File: src/rtl/complex_integer_divider_unit.sv
// complex_integer_divider_unit: iterative radix-2 restoring divider
// for the complex integer execution stage.
//
// Ports:
//   clk, rst        clock, async active-high reset
//   reqValid/Ready  issue handshake for one DIV/DIVU/REM/REMU op
//   reqIsSigned     signed op (DIV/REM) vs unsigned (DIVU/REMU)
//   reqIsRem        return remainder instead of quotient
//   dividend        operand A
//   divisor         operand B
//   reqAlPtr        active-list pointer carried with the op
//   flush           kill the in-flight op
//   busy            unit holds an op
//   finished        result valid, held until ack
//   result          sign-corrected quotient or remainder
//   resAlPtr        active-list pointer of the finished op
//   ack             consumer takes the result this cycle
module complex_integer_divider_unit #(
  parameter int DATA_WIDTH   = 32,
  parameter int AL_PTR_WIDTH = 6
) (
  input  logic                    clk,
  input  logic                    rst,
  input  logic                    reqValid,
  output logic                    reqReady,
  input  logic                    reqIsSigned,
  input  logic                    reqIsRem,
  input  logic [DATA_WIDTH-1:0]   dividend,
  input  logic [DATA_WIDTH-1:0]   divisor,
  input  logic [AL_PTR_WIDTH-1:0] reqAlPtr,
  input  logic                    flush,
  output logic                    busy,
  output logic                    finished,
  output logic [DATA_WIDTH-1:0]   result,
  output logic [AL_PTR_WIDTH-1:0] resAlPtr,
  input  logic                    ack
);

  localparam int CW = $clog2(DATA_WIDTH);
  localparam logic [DATA_WIDTH-1:0] MIN =
    {1'b1, {(DATA_WIDTH-1){1'b0}}};
  localparam logic [CW-1:0] CNT_INIT = CW'(DATA_WIDTH - 1);

  typedef enum logic [1:0] {
    IDLE,
    CALC,
    DONE
  } state_t;

  state_t                  state_q, state_d;
  logic [CW-1:0]           cnt_q, cnt_d;
  logic [DATA_WIDTH-1:0]   rem_q, rem_d;
  logic [DATA_WIDTH-1:0]   quo_q, quo_d;
  logic [DATA_WIDTH-1:0]   dvs_q, dvs_d;
  logic [DATA_WIDTH-1:0]   result_q, result_d;
  logic                    is_rem_q, is_rem_d;
  logic                    neg_q, neg_d;
  logic [AL_PTR_WIDTH-1:0] al_q, al_d;

  logic                    accept;
  logic                    a_neg, b_neg;
  logic [DATA_WIDTH-1:0]   a_mag, b_mag;
  logic                    is_zero, is_ovf;
  logic [DATA_WIDTH:0]     rem_sh;
  logic [DATA_WIDTH-1:0]   diff;
  logic                    q_bit;
  logic [DATA_WIDTH-1:0]   rem_next, quo_next;
  logic [DATA_WIDTH-1:0]   sel, sel_fix;

  assign reqReady = (state_q == IDLE) ||
                    (state_q == DONE && ack);
  assign accept   = reqValid && reqReady && !flush;
  assign busy     = (state_q != IDLE);
  assign finished = (state_q == DONE);
  assign result   = result_q;
  assign resAlPtr = al_q;

  always_comb begin
    a_neg   = reqIsSigned && dividend[DATA_WIDTH-1];
    b_neg   = reqIsSigned && divisor[DATA_WIDTH-1];
    a_mag   = a_neg ? -dividend : dividend;
    b_mag   = b_neg ? -divisor : divisor;
    is_zero = (divisor == '0);
    is_ovf  = reqIsSigned && (dividend == MIN) &&
              (divisor == '1);

    // Quotient register doubles as the dividend shifter:
    // its MSB feeds the partial remainder each step.
    rem_sh   = {rem_q, quo_q[DATA_WIDTH-1]};
    q_bit    = (rem_sh >= {1'b0, dvs_q});
    // When q_bit is set the difference is below the
    // divisor, so DATA_WIDTH bits hold it exactly.
    diff     = rem_sh[DATA_WIDTH-1:0] - dvs_q;
    rem_next = q_bit ? diff : rem_sh[DATA_WIDTH-1:0];
    quo_next = {quo_q[DATA_WIDTH-2:0], q_bit};
    sel      = is_rem_q ? rem_next : quo_next;
    sel_fix  = neg_q ? -sel : sel;

    state_d  = state_q;
    cnt_d    = cnt_q;
    rem_d    = rem_q;
    quo_d    = quo_q;
    dvs_d    = dvs_q;
    result_d = result_q;
    is_rem_d = is_rem_q;
    neg_d    = neg_q;
    al_d     = al_q;

    unique case (state_q)
      IDLE: ;
      CALC: begin
        rem_d = rem_next;
        quo_d = quo_next;
        if (cnt_q == '0) begin
          state_d  = DONE;
          result_d = sel_fix;
        end else begin
          cnt_d = cnt_q - 1'b1;
        end
      end
      DONE: begin
        if (ack) state_d = IDLE;
      end
      default: state_d = IDLE;
    endcase

    if (accept) begin
      is_rem_d = reqIsRem;
      neg_d    = reqIsRem ? a_neg : (a_neg ^ b_neg);
      al_d     = reqAlPtr;
      cnt_d    = CNT_INIT;
      rem_d    = '0;
      quo_d    = a_mag;
      dvs_d    = b_mag;
      if (is_zero) begin
        state_d  = DONE;
        result_d = reqIsRem ? dividend : '1;
      end else if (is_ovf) begin
        state_d  = DONE;
        result_d = reqIsRem ? '0 : MIN;
      end else begin
        state_d = CALC;
      end
    end

    if (flush) state_d = IDLE;
  end

  always_ff @(posedge clk or posedge rst) begin
    if (rst) begin
      state_q  <= IDLE;
      cnt_q    <= '0;
      rem_q    <= '0;
      quo_q    <= '0;
      dvs_q    <= '0;
      result_q <= '0;
      is_rem_q <= 1'b0;
      neg_q    <= 1'b0;
      al_q     <= '0;
    end else begin
      state_q  <= state_d;
      cnt_q    <= cnt_d;
      rem_q    <= rem_d;
      quo_q    <= quo_d;
      dvs_q    <= dvs_d;
      result_q <= result_d;
      is_rem_q <= is_rem_d;
      neg_q    <= neg_d;
      al_q     <= al_d;
    end
  end

endmodule

File: config.mk
export PLATFORM = sky130hd
export DESIGN_NAME = complex_integer_divider_unit
export DESIGN_NICKNAME = d
export VERILOG_FILES = /design/src/rtl/complex_integer_divider_unit.sv
export SDC_FILE = /design/constraint.sdc
export NUM_CORES = 1
export LEC_CHECK = 0
export BUFFER_PORTS_ARGS = -buffer_cell sky130_fd_sc_hd__buf_2
export CAP_MARGIN = 20
export CORE_UTILIZATION = 55
export DETAILED_ROUTE_END_ITERATION = 7
export GPL_TIMING_DRIVEN = 0
export MAX_ROUTING_LAYER = met4
export PLACE_DENSITY = 0.75
export RECOVER_POWER = 50
export SETUP_SLACK_MARGIN = 0.5
export SLEW_MARGIN = 15
export SYNTH_ARGS = -nofsm -noshare
export SYNTH_HDL_FRONTEND = slang
export SYNTH_SLANG_ARGS = --single-unit
File: constraint.sdc
create_clock -name clk -period 10.2 [get_ports clk]
set_input_delay 1.02 -clock clk [delete_from_list [all_inputs] [get_ports clk]]
set_output_delay 1.02 -clock clk [all_outputs]
set_load 0.02 [all_outputs]
==> key figures, run 1 <==
Setup path
  – CP required: a little under 10 ns
  – Crit path DAT: 6.13 ns
  – Number of buffers and inverters on the critical path: 3
  – Crit path max-delay cell type: clkbuf_1
  – Reg2reg setup slack: 4.47 ns
  – Startpoint types: input port
  – Critical-path cell list: buf_2, clkinvlp_2, clkbuf_1
  – R2r worst-path depth: 16
  – Stages on the worst setup path: 3
  – Max stage delay on crit path: 3.41 ns
  – CP Class: input port to async pin
  – Delay-heaviest family, CP: buffers and inverters
  – CP max FO: 86
  – Crit end category: async pin

Yosys
  – Area leader, netlist: dfrtp_1
  – Cell with the most instances after synthesis: o21ai_0
  – Warnings from Yosys: 0
  – Yosys reg bits: 143
  – Syn Area/Cell: 7.74 sq um
  – Post-synth top flop: dfrtp_1
  – EDFF count, synth: 0
  – Post-synthesis cell count: 1425
  – Synth Cell Area: 11000 sq um
  – Post-Syn Nets: about 1500
  – Sequential share of the synthesized area: 32.4%
  – Ys async rst share: 100%
  – Synth unique cells: 71
  – Synth top area share: 32.4%
  – Post-synth top cells: o21ai_0 (166), nand2_1 (152), dfrtp_1 (143), a21oi_1 (136), nor2_1 (98)
  – Synth area leaders: dfrtp_1 (32%), o21ai_0 (7.5%), a21oi_1 (6.2%), nand2_1 (5.2%), xnor2_1 (5.2%)

STA
  – Setup TNS: 0 ns
  – Minimum clock period: 6.71 ns
  – Actual slew at the worst max-slew pin: around 4.7 ns
  – Max frequency: 149 MHz
  – Endpoints failing hold: 0
  – RSZ-0062 raised after global routing: false
  – Max-slew violations: 146
  – WHS: 0.475 ns
  – Tcrit/Tclk final: 65.8%
  – Slew headroom: -216%
  – Finish-stage setup viols: 0
  – Clock skew: roughly 0.015 ns

Global routing
  – Initial antenna violation count: 0
  – Largest net degree at the start of global routing: 87
  – GRT Overall Usage: between 30% and 40%
  – Grt ovf: 0
  – Routing usage on met3: 5.63%
  – Vias in the first global route: 10800
  – First-pass GRT wire length: 56.7 mm
  – Met2 usage: 56.4%
  – Grt peak-use layer: met2
  – GR Util met1: 50.0%

Flow run
  – Max cap viols: 2

Clock network
  – Clk pin slew, worst setup/hold paths: 0.07 ns
  – CTS buffer count: 17
  – Post-CTS Resized: 0
  – TritonCTS clock tree: built
  – CTS H-tree depth: 4
  – Clock latency on the worst-skew pair: 0.44 ns
  – Setup Buffers After CTS: 0
  – CTS root buf: clkbuf_16
  – Clk sinks: approximately 140
  – Bufs on Longest Clock Path: 2
  – CTS Hold Bufs: 0

Layout
  – Layout cell share with drive strength beyond 1: 10.6%
  – Fin cells: 1841
  – # fillers: approximately 1900
  – Net count, final: 1678
  – Diodes inserted: 0
  – Area Growth Syn to Fin: 13.5%
  – Core Util, Final: 63.9%

Placement
  – I/O Buffers: 117
  – DP HPWL: 28.2 mm
  – Final GP Congestion: 0.980
  – Placed cell count: about 1800

Detailed routing
  – DR pass1 iterations: 8
  – DR WL/cell: 19.9 microns
  – Initial drt markers: about 1100
  – Via count: 11600
  – Vias per cell: 6.31
  – Antenna Nets Post-Route: 0
  – WL final: ~37 mm
  – # DRC: 2

Run status
  – Failing checks: design-rule violations, max-capacitance violations, max-slew violations
  – Status: complete, but fails checks

Floorplan
  – Die Y-Extent: 144 microns
  – Core Box Area: ~20000 sq um
  – Row cnt: 51
  – Initial core utilization: a little under three fifths
  – Die W: 144 microns
  – # IOs: 118
  – Die area: approximately 21000 sq um

Pwr
  – Static leakage: 5.43 nW
  – Peak supply drop: 0.198 mV
  – PwrDens: 308 nW/um^2

Min path
  – Hold Path Class: register to register
  – Hold Path Depth: 2
worst register-to-register path, stage by stage, from the launching register on:
cell,delay (ns)
dfrtp_1,0.47
ha_1,0.32
buf_2,0.18
nand4_1,0.18
nor2_1,0.29
o2111ai_1,0.29
and3_1,0.25
buf_2,0.19
o21ai_1,0.78
clkbuf_1,0.60
mux2i_1,0.41
a21o_1,0.21
nand4_1,0.23
or4_4,0.64
o31ai_4,0.25
xor2_1,0.23
o21ai_1,0.09
metrics by stage:
| stage | power [mW] | setup slack, ns | cell area [sq um] |
|---|---|---|---|
| after global placement | 3.11 | 3.62 | 11900 |
| after floorplan | 2.48 | 5.34 | 11000 |
| after CTS | 3.79 | 4.70 | 12600 |
| final | 3.86 | 3.49 | 12500 |
| after global routing | 4.09 | 2.16 | 12500 |
| after detailed placement | 3.14 | 4.73 | 12000 |
layout make-up:
cell class | count | area [sq um] | share of cell area (%)
buffer | 89 | 359 | 2.87
clock buffer | 19 | 453 | 3.62
clock inverter | 13 | 131 | 1.05
inverter | 86 | 324 | 2.59
multi-input combinational | 1107 | 6770 | 54.1
sequential | 143 | 3580 | 28.6
tap | 265 | 332 | 2.65
timing repair buffer | 119 | 572 | 4.57
sequential cells by signal, indices dropped and copies added, names as in the netlist:
| signal | count |
|---|---|
| quo_q | 32 |
| resAlPtr | 6 |
| result | 32 |
| cnt_q | 5 |
| neg_q | 1 |
| rem_q | 32 |
| state_q | 2 |
| is_rem_q | 1 |
| dvs_q | 32 |
cell usage in the layout, fill, tap and decap left out, types with 6 or more instances in the layout:
master and instances:
a211oi_1 6, a21o_1 21, a21oi_1 136, a22oi_1 32
a31oi_1 19, and2_1 10, and3_1 12, buf_2 105
clkbuf_1 94, clkbuf_16 17, clkinv_4 6, dfrtp_1 143
ha_1 37, inv_1 85, mux2i_1 16, nand2_1 152
nand2b_1 11, nand3_1 51, nand4_1 19, nor2_1 98
nor2b_1 18, nor3_1 27, nor4_1 10, o211ai_1 14
o21a_1 11, o21ai_0 166, o22ai_1 10, o31ai_1 15
or2_2 9, or3_1 9, xnor2_1 65, xor2_1 47
layer usage:
metal / part of all wire (%) / vias to the layer above
met5: 0 / -
met4: 3.9 / 0
met3: 8.2 / 87
met2: 45 / 544
met1: 43 / 5620
li1: - / 5372
worst paths after layout:
kind                                      endpoint                    start
max reg2reg                   result[31]$_DFF_PP0_    rem_q[12]$_DFFE_PP0P_
max                          dvs_q[27]$_DFFE_PP0P_                      rst
min reg2reg                resAlPtr[3]$_DFFE_PP0P_  resAlPtr[3]$_DFFE_PP0P_
min                        resAlPtr[3]$_DFFE_PP0P_  resAlPtr[3]$_DFFE_PP0P_
min in group asynchronous     cnt_q[4]$_DFFE_PP0P_                      rst
max in group clk              result[31]$_DFF_PP0_    rem_q[12]$_DFFE_PP0P_
logic make-up after synthesis:
logic type | Yosys count | synth area share (%)
xor+xnor | 112 | 8.89
buf+inv | 175 | 6.18
fa+ha+maj | 38 | 4.38
flops | 143 | 32.4
compound gates | 485 | 26.5
simple gates | 451 | 19.6
mux | 21 | 1.96
report_power, final:
part	leakage [nW]	internal, mW	switching (mW)
Combinational	3.43	0.831	1.52
Sequential	1.72	0.718	0.161
Clock	0.282	0.353	0.281
Note: power is estimated with default switching activity, not from simulation.
==> run 2, diff against run 1 <==
Settings changed: PLACE_DENSITY 0.75 to 0.78.
Clock period 10.2 ns to 5.55 ns, I/O delays scaled along.
==> run 2 against run 1 <==
Compared with the run above:
- the run ends with max-capacitance violations, max-slew violations left
- combinational power increased by 88%
- critical path depth increased by 13
- die area unchanged
- cell area increased by 0.86%
==> key figures, run 2 (synthesis results as in run 1) <==
Placement
  – I/O Buffers: 117 (unchanged)
  – Final GP Congestion: 0.987 (+0.64%)
  – DP HPWL: 27.8 mm (-1.4%)

Pwr
  – PwrDens: 569 nW/um^2 (+85%)
  – Peak supply drop: 0.318 mV (+61%)
  – Static leakage: 5.48 nW (+0.92%)
  – Final Total Pwr: 7.19 mW (+86%)

Global routing
  – Largest net degree at the start of global routing: 82 (-5.7%)
  – Vias in the first global route: 10700 (-0.80%)
  – GRT Overall Usage: 37.3% (-0.092 points)
  – Grt ovf: 0 (unchanged)
  – First-pass GRT wire length: 56.7 mm (about the same)
  – Initial antenna violation count: 0 (unchanged)

STA
  – Tcrit/Tclk final: 88.2%
  – Setup TNS: 0 ns (unchanged)
  – Endpoints failing hold: 0 (unchanged)
  – Clock skew: 0.0140 ns (-0.00121 ns)
  – Max-slew violations: 146 (unchanged)
  – Finish-stage setup viols: 0 (unchanged)
  – Max frequency: 204 MHz
  – Slew headroom: -95.7% (+120 points)
  – RSZ-0062 raised after global routing: false
  – Actual slew at the worst max-slew pin: 2.92 ns (-1.82 ns)
  – Minimum clock period: 4.90 ns

Clock network
  – Clock latency on the worst-skew pair: 0.44 ns (about the same)
  – Clk pin slew, worst setup/hold paths: 0.07 ns (about the same)
  – Bufs on Longest Clock Path: 2 (unchanged)
  – CTS root buf: clkbuf_16
  – CTS H-tree depth: 4 (unchanged)
  – TritonCTS clock tree: built
  – CTS Hold Bufs: 0 (unchanged)
  – CTS buffer count: 17 (unchanged)
  – Clk sinks: 143 (unchanged)

Setup path
  – Startpoint types: register
  – Crit path DAT: 5.20 ns (-0.93 ns)
  – CP Class: register to register
  – CP required: 5.85 ns (-3.77 ns)
  – Crit end category: register
  – CP max FO: 10 (-88%)

Floorplan
  – Row cnt: 51 (unchanged)
  – Die area: 20600 sq um (unchanged)
  – Initial core utilization: 56.3% (unchanged)
  – Die W: 144 microns (unchanged)
  – Core Box Area: 19600 sq um (unchanged)
  – # IOs: 118 (unchanged)
  – Die Y-Extent: 144 microns (unchanged)

Layout
  – # fillers: 1783 (-4.0%)
  – Most frequent cells in the layout: o21ai_0 (163), nand2_1 (152), dfrtp_1 (142)
  – Core Util, Final: 64.5% (+0.55 points)
  – Diodes inserted: 0 (unchanged)
  – Commonest non-fill, non-tap cell in the layout: o21ai_0
  – Layout cell share with drive strength beyond 1: 12.1% (+1.5 points)
  – Net count, final: 1681 (+0.18%)
  – Area Growth Syn to Fin: 14.5%

Detailed routing
  – # DRC: 0 (-2)
  – WL final: 36.6 mm (about the same)
  – Antenna Nets Post-Route: 0 (unchanged)
  – DR pass1 iterations: 8 (unchanged)
  – Initial drt markers: 1233 (+13%)
  – Via count: 11600 (-0.32%)
  – DR WL/cell: 19.9 microns (about the same)
  – Vias per cell: 6.28 (-0.48%)

Run status
  – Status: complete, but fails checks
  – Failing checks: max-capacitance violations, max-slew violations

Flow run
  – Max cap viols: 2 (unchanged)

Min path
  – Hold Path Class: input port to register
==> run 2: layer usage <==
metal,up-vias,global-route usage [%],part of all wire (%)
met4,0,12.8,3.2
met3,70,6.23,8.4
met1,5572,49.9,43
met2,574,57.2,46
met5,-,-,0
li1,5370,-,-
==> run 2: worst max-delay path, cell delays in order, from the launching register on <==
cell	delay, ns
dfrtp_1	0.44
ha_1	0.30
clkbuf_1	0.28
nand2_1	0.18
nor2_4	0.17
nand4_1	0.20
and3_1	0.25
buf_2	0.20
o21ai_4	0.38
clkbuf_2	0.38
mux2i_1	0.37
a21o_1	0.20
nand4_1	0.25
or4_4	0.67
o31ai_4	0.25
xor2_2	0.19
o21ai_1	0.07
==> run 2: path summary, 6_finish.rpt <==
kind / cells after the start / endpoint / from / slack (ns)
max in group asynchronous: 3 / quo_q[31]$_DFFE_PP0P_ / rst / 1.54
max: 16 / result[31]$_DFF_PP0_ / rem_q[15]$_DFFE_PP0P_ / 0.65
min in group asynchronous: 2 / result[0]$_DFF_PP0_ / rst / 0.93
min: 3 / resAlPtr[3]$_DFFE_PP0P_ / reqAlPtr[3] / 0.30
max reg2reg: 16 / result[31]$_DFF_PP0_ / rem_q[15]$_DFFE_PP0P_ / 0.65
min reg2reg: 2 / dvs_q[26]$_DFFE_PP0P_ / dvs_q[26]$_DFFE_PP0P_ / 0.48
==> run 2: report_power, final <==
part           total, mW  internal, mW  switching (mW)  leakage (nW)
clock               1.16         0.648           0.508         0.277
combinational       4.41          1.59            2.83          3.48
sequential          1.62          1.32           0.300          1.72
total               7.19          3.56            3.63          5.48
==> run 2: stage by stage <==
step	cells	worst slack (ns)	area (sq um)	hold WS (ns)
final	1844	0.654	12600	0.304
after global routing	1844	0.510	12600	0.301
after CTS	1841	0.503	12600	0.179
after detailed placement	1809	0.125	12000	0.464
after global placement	1807	-0.522	11900	0.455
after floorplan	1425	1.05	11000	0.450
==> run 2: timing repair <==
item | CTS | global route
setup endpoints to repair | 16 | 19
gates resized for setup | 4 | 25
pin swaps | 0 | 5
endpoints found under the hold margin | 0 | 0
buffers inserted | 0 | 3
==> run 2: final cells by class <==
cell class	count	area (sq um)	share of cell area [%]
multi-input combinational	1107	6850	54.3
timing repair buffer	122	596	4.72
inverter	86	324	2.57
clock buffer	19	453	3.59
sequential	143	3580	28.3
clock inverter	13	128	1.01
tap	265	332	2.63
buffer	89	367	2.90
==> run 3, diff against run 2 <==
==> constraint.sdc (replaced) <==
create_clock -name clk -period 5.55 [get_ports clk]
set_input_delay 1.11 -clock clk [delete_from_list [all_inputs] [get_ports clk]]
set_output_delay 1.11 -clock clk [all_outputs]
set_load 0.02 [all_outputs]
==> run 3 against run 2 <==
Compared with the run above:
- critical path type unchanged
- largest cell class unchanged
- highest routed layer unchanged
- sequential power hardly changed
- the flow still finishes with violations (max-capacitance violations, max-slew violations)
- combinational power barely moved
- worst hold slack gained 0.18 ns
- critical path depth unchanged
- fmax shrank 0.62%
- sequential share of layout area down 0.064 points
- critical endpoint unchanged
==> key figures, run 3 (synthesis results as in run 1) <==
Run status
  – Status: complete, but fails checks
  – Failing checks: max-capacitance violations, max-slew violations

Global routing
  – Vias in the first global route: 10700 (unchanged)
  – Initial antenna violation count: 0 (unchanged)
  – Grt ovf: 0 (unchanged)
  – Largest net degree at the start of global routing: 82 (unchanged)
  – GRT Overall Usage: 37.3% (unchanged)
  – First-pass GRT wire length: 56.7 mm (unchanged)

Layout
  – Commonest non-fill, non-tap cell in the layout: o21ai_0
  – Layout cell share with drive strength beyond 1: 12.2% (+0.063 points)
  – Diodes inserted: 0 (unchanged)
  – Net count, final: 1681 (unchanged)
  – Fin cells: 1844 (unchanged)
  – Most frequent cells in the layout: o21ai_0 (163), nand2_1 (152), dfrtp_1 (142)
  – Area Growth Syn to Fin: 14.8%

Floorplan
  – Die area: 20600 sq um (unchanged)
  – Row cnt: 51 (unchanged)
  – Core Box Area: 19600 sq um (unchanged)
  – Die W: 144 microns (unchanged)
  – Initial core utilization: 56.3% (unchanged)
  – # IOs: 118 (unchanged)
  – Die Y-Extent: 144 microns (unchanged)

Setup path
  – CP required: 5.85 ns (about the same)
  – Startpoint types: register
  – CP Class: register to register
  – Crit path DAT: 5.23 ns (+0.03 ns)
  – Crit path top cell by count: nand4_1
  – R2r worst-path depth: 16 (unchanged)
  – Crit path max-delay cell type: or4_4
  – CP max FO: 10 (unchanged)
  – Crit end category: register
  – Critical-path cell list: ha_1, clkbuf_1, nand2_1, nor2_4, nand4_1, and3_1, buf_2, o21ai_4, clkbuf_2, mux2i_1, a21o_1, nand4_1, or4_4, o31ai_4, xor2_2, o21ai_1
  – Max stage delay on crit path: 0.66 ns (about the same)

Detailed routing
  – DR pass1 iterations: 5 (-3)
  – # DRC: 0 (unchanged)
  – DR WL/cell: 19.8 microns (-0.39%)
  – Via count: 11600 (+0.12%)
  – Vias per cell: 6.29 (+0.12%)
  – Initial drt markers: 1263 (+2.4%)
  – WL final: 36.5 mm (-0.39%)
  – Antenna Nets Post-Route: 0 (unchanged)

Pwr
  – Peak supply drop: 0.316 mV (-0.83%)
  – PwrDens: 567 nW/um^2 (-0.37%)
  – Clock power frac: 16.1% (about the same)
  – Reg power frac: 22.6% (about the same)
  – Int Power: 3.56 mW (about the same)
  – Static leakage: 5.49 nW (+0.14%)
  – Sw power: 3.62 mW (-0.27%)
  – Switching share of power: 50.5% (-0.068 points)
  – Combinational share of power: 61.3% (about the same)

Clock network
  – CTS H-tree depth: 4 (unchanged)
  – Bufs on Longest Clock Path: 2 (unchanged)
  – CTS buffer count: 17 (unchanged)
  – Clock latency on the worst-skew pair: 0.44 ns (about the same)
  – Clk pin slew, worst setup/hold paths: 0.06 ns (about the same)
  – CTS root buf: clkbuf_16
  – Clk sinks: 143 (unchanged)
  – TritonCTS clock tree: built

Placement
  – Pre-CTS setup slack: 0.125 ns (unchanged)
  – Placed cell count: 1809 (unchanged)
  – Final GP Congestion: 0.987 (unchanged)
  – DP HPWL: 27.8 mm (unchanged)
  – I/O Buffers: 117 (unchanged)

STA
  – Finish-stage setup viols: 0 (unchanged)
  – Actual slew at the worst max-slew pin: 3.00 ns (+0.0841 ns)
  – Slew headroom: -101% (-5.6 points)
  – Max frequency: 203 MHz (-0.62%)
  – Clock skew: 0.0133 ns (-0.000614 ns)
  – Max-slew violations: 63 (-57%)
  – Tcrit/Tclk final: 88.8% (+0.55 points)
  – Minimum clock period: 4.93 ns (+0.0305 ns)
  – RSZ-0062 raised after global routing: true
  – Setup TNS: 0 ns (unchanged)
  – Endpoints failing hold: 0 (unchanged)
  – Final WS setup: 0.623 ns (-0.0305 ns)

Flow run
  – Max cap viols: 1 (-1)

Min path
  – Hold Path Depth: 2 (-1)
  – Hold Path Class: register to register
==> run 3: changes by cell type in the layout (fill, tap and decap cells not counted) <==
cell	previous run	this run
buf_16	0	1
clkbuf_2	7	6
nor3_1	27	26
nor3_2	0	1
nor3b_1	0	1
nor3b_2	2	1
nor4_1	10	9
nor4_2	0	1
==> run 3: path summary, 6_finish.rpt <==
check,slack (ns),to,start
worst max-delay path,0.62,result[31]$_DFF_PP0_,rem_q[15]$_DFFE_PP0P_
worst min-delay path,0.48,dvs_q[24]$_DFFE_PP0P_,dvs_q[24]$_DFFE_PP0P_
worst max register to register,0.62,result[31]$_DFF_PP0_,rem_q[15]$_DFFE_PP0P_
worst min register to register,0.48,dvs_q[24]$_DFFE_PP0P_,dvs_q[24]$_DFFE_PP0P_
max in group asynchronous,2.67,quo_q[16]$_DFFE_PP0P_,rst
min in group asynchronous,1.53,result[0]$_DFF_PP0_,rst
==> run 3: power by group through the flow <==
stage,Clock (mW),Combinational (mW),Sequential (mW)
finish,1.16,4.40,1.62
global route,1.21,4.77,1.64
CTS,1.15,4.19,1.60
detailed placement,0,4.15,1.62
global placement,0,4.09,1.61
floorplan,0,3.04,1.52
==> run 3: per-layer routing <==
| metal | GRT usage, % | share of wire [%] | up-vias |
|---|---|---|---|
| met5 | - | 0 | - |
| met2 | 57.2 | 46 | 556 |
| met3 | 6.23 | 8.1 | 73 |
| met4 | 12.8 | 3.3 | 0 |
| met1 | 49.9 | 43 | 5604 |
| li1 | - | - | 5367 |
==> run 3: what timing repair did <==
action / in CTS / in global routing
endpoints found under the setup margin: 16 / 25
buffers inserted: 0 / 3
gates resized for setup: 4 / 26
hold buffers: 0 / 0
cloned: 0 / 0
pin swaps: 0 / 4
==> run 3: layout make-up <==
| cell class | instances | area, sq um |
|---|---|---|
| fillers | 1782 | 6930 |
| inverters | 86 | 324 |
| clock buffers | 19 | 453 |
| multi-input cells | 1107 | 6860 |
| clock inverters | 13 | 128 |
| well taps | 265 | 332 |
| flip-flops and latches | 143 | 3580 |
| plain buffers | 89 | 367 |
| repair buffers | 122 | 618 |
==> run 3: per-stage QoR <==
| stage | utilization, % | hold slack [ns] | cell area (sq um) | power (mW) |
|---|---|---|---|---|
| after floorplan | - | 0.450 | 11000 | 4.56 |
| after global placement | 61.0 | 0.455 | 11900 | 5.70 |
| after detailed placement | 61.2 | 0.464 | 12000 | 5.77 |
| after CTS | 64.2 | 0.485 | 12600 | 6.95 |
| after global routing | 64.6 | 0.500 | 12700 | 7.61 |
| final | 64.6 | 0.485 | 12700 | 7.18 |
==> run 3: worst max-delay path, delay by kind of cell, from the launching register on <==
kind                       cells  cell delay, ns
xor gates and xnor gates       1            0.19
buffers and inverters          3            0.86
DFF                            1            0.44
AOI/OAI and AO/OA              4            0.93
muxes                          1            0.37
and+or+nand+nor                6            1.70
adders and majority gates      1            0.30
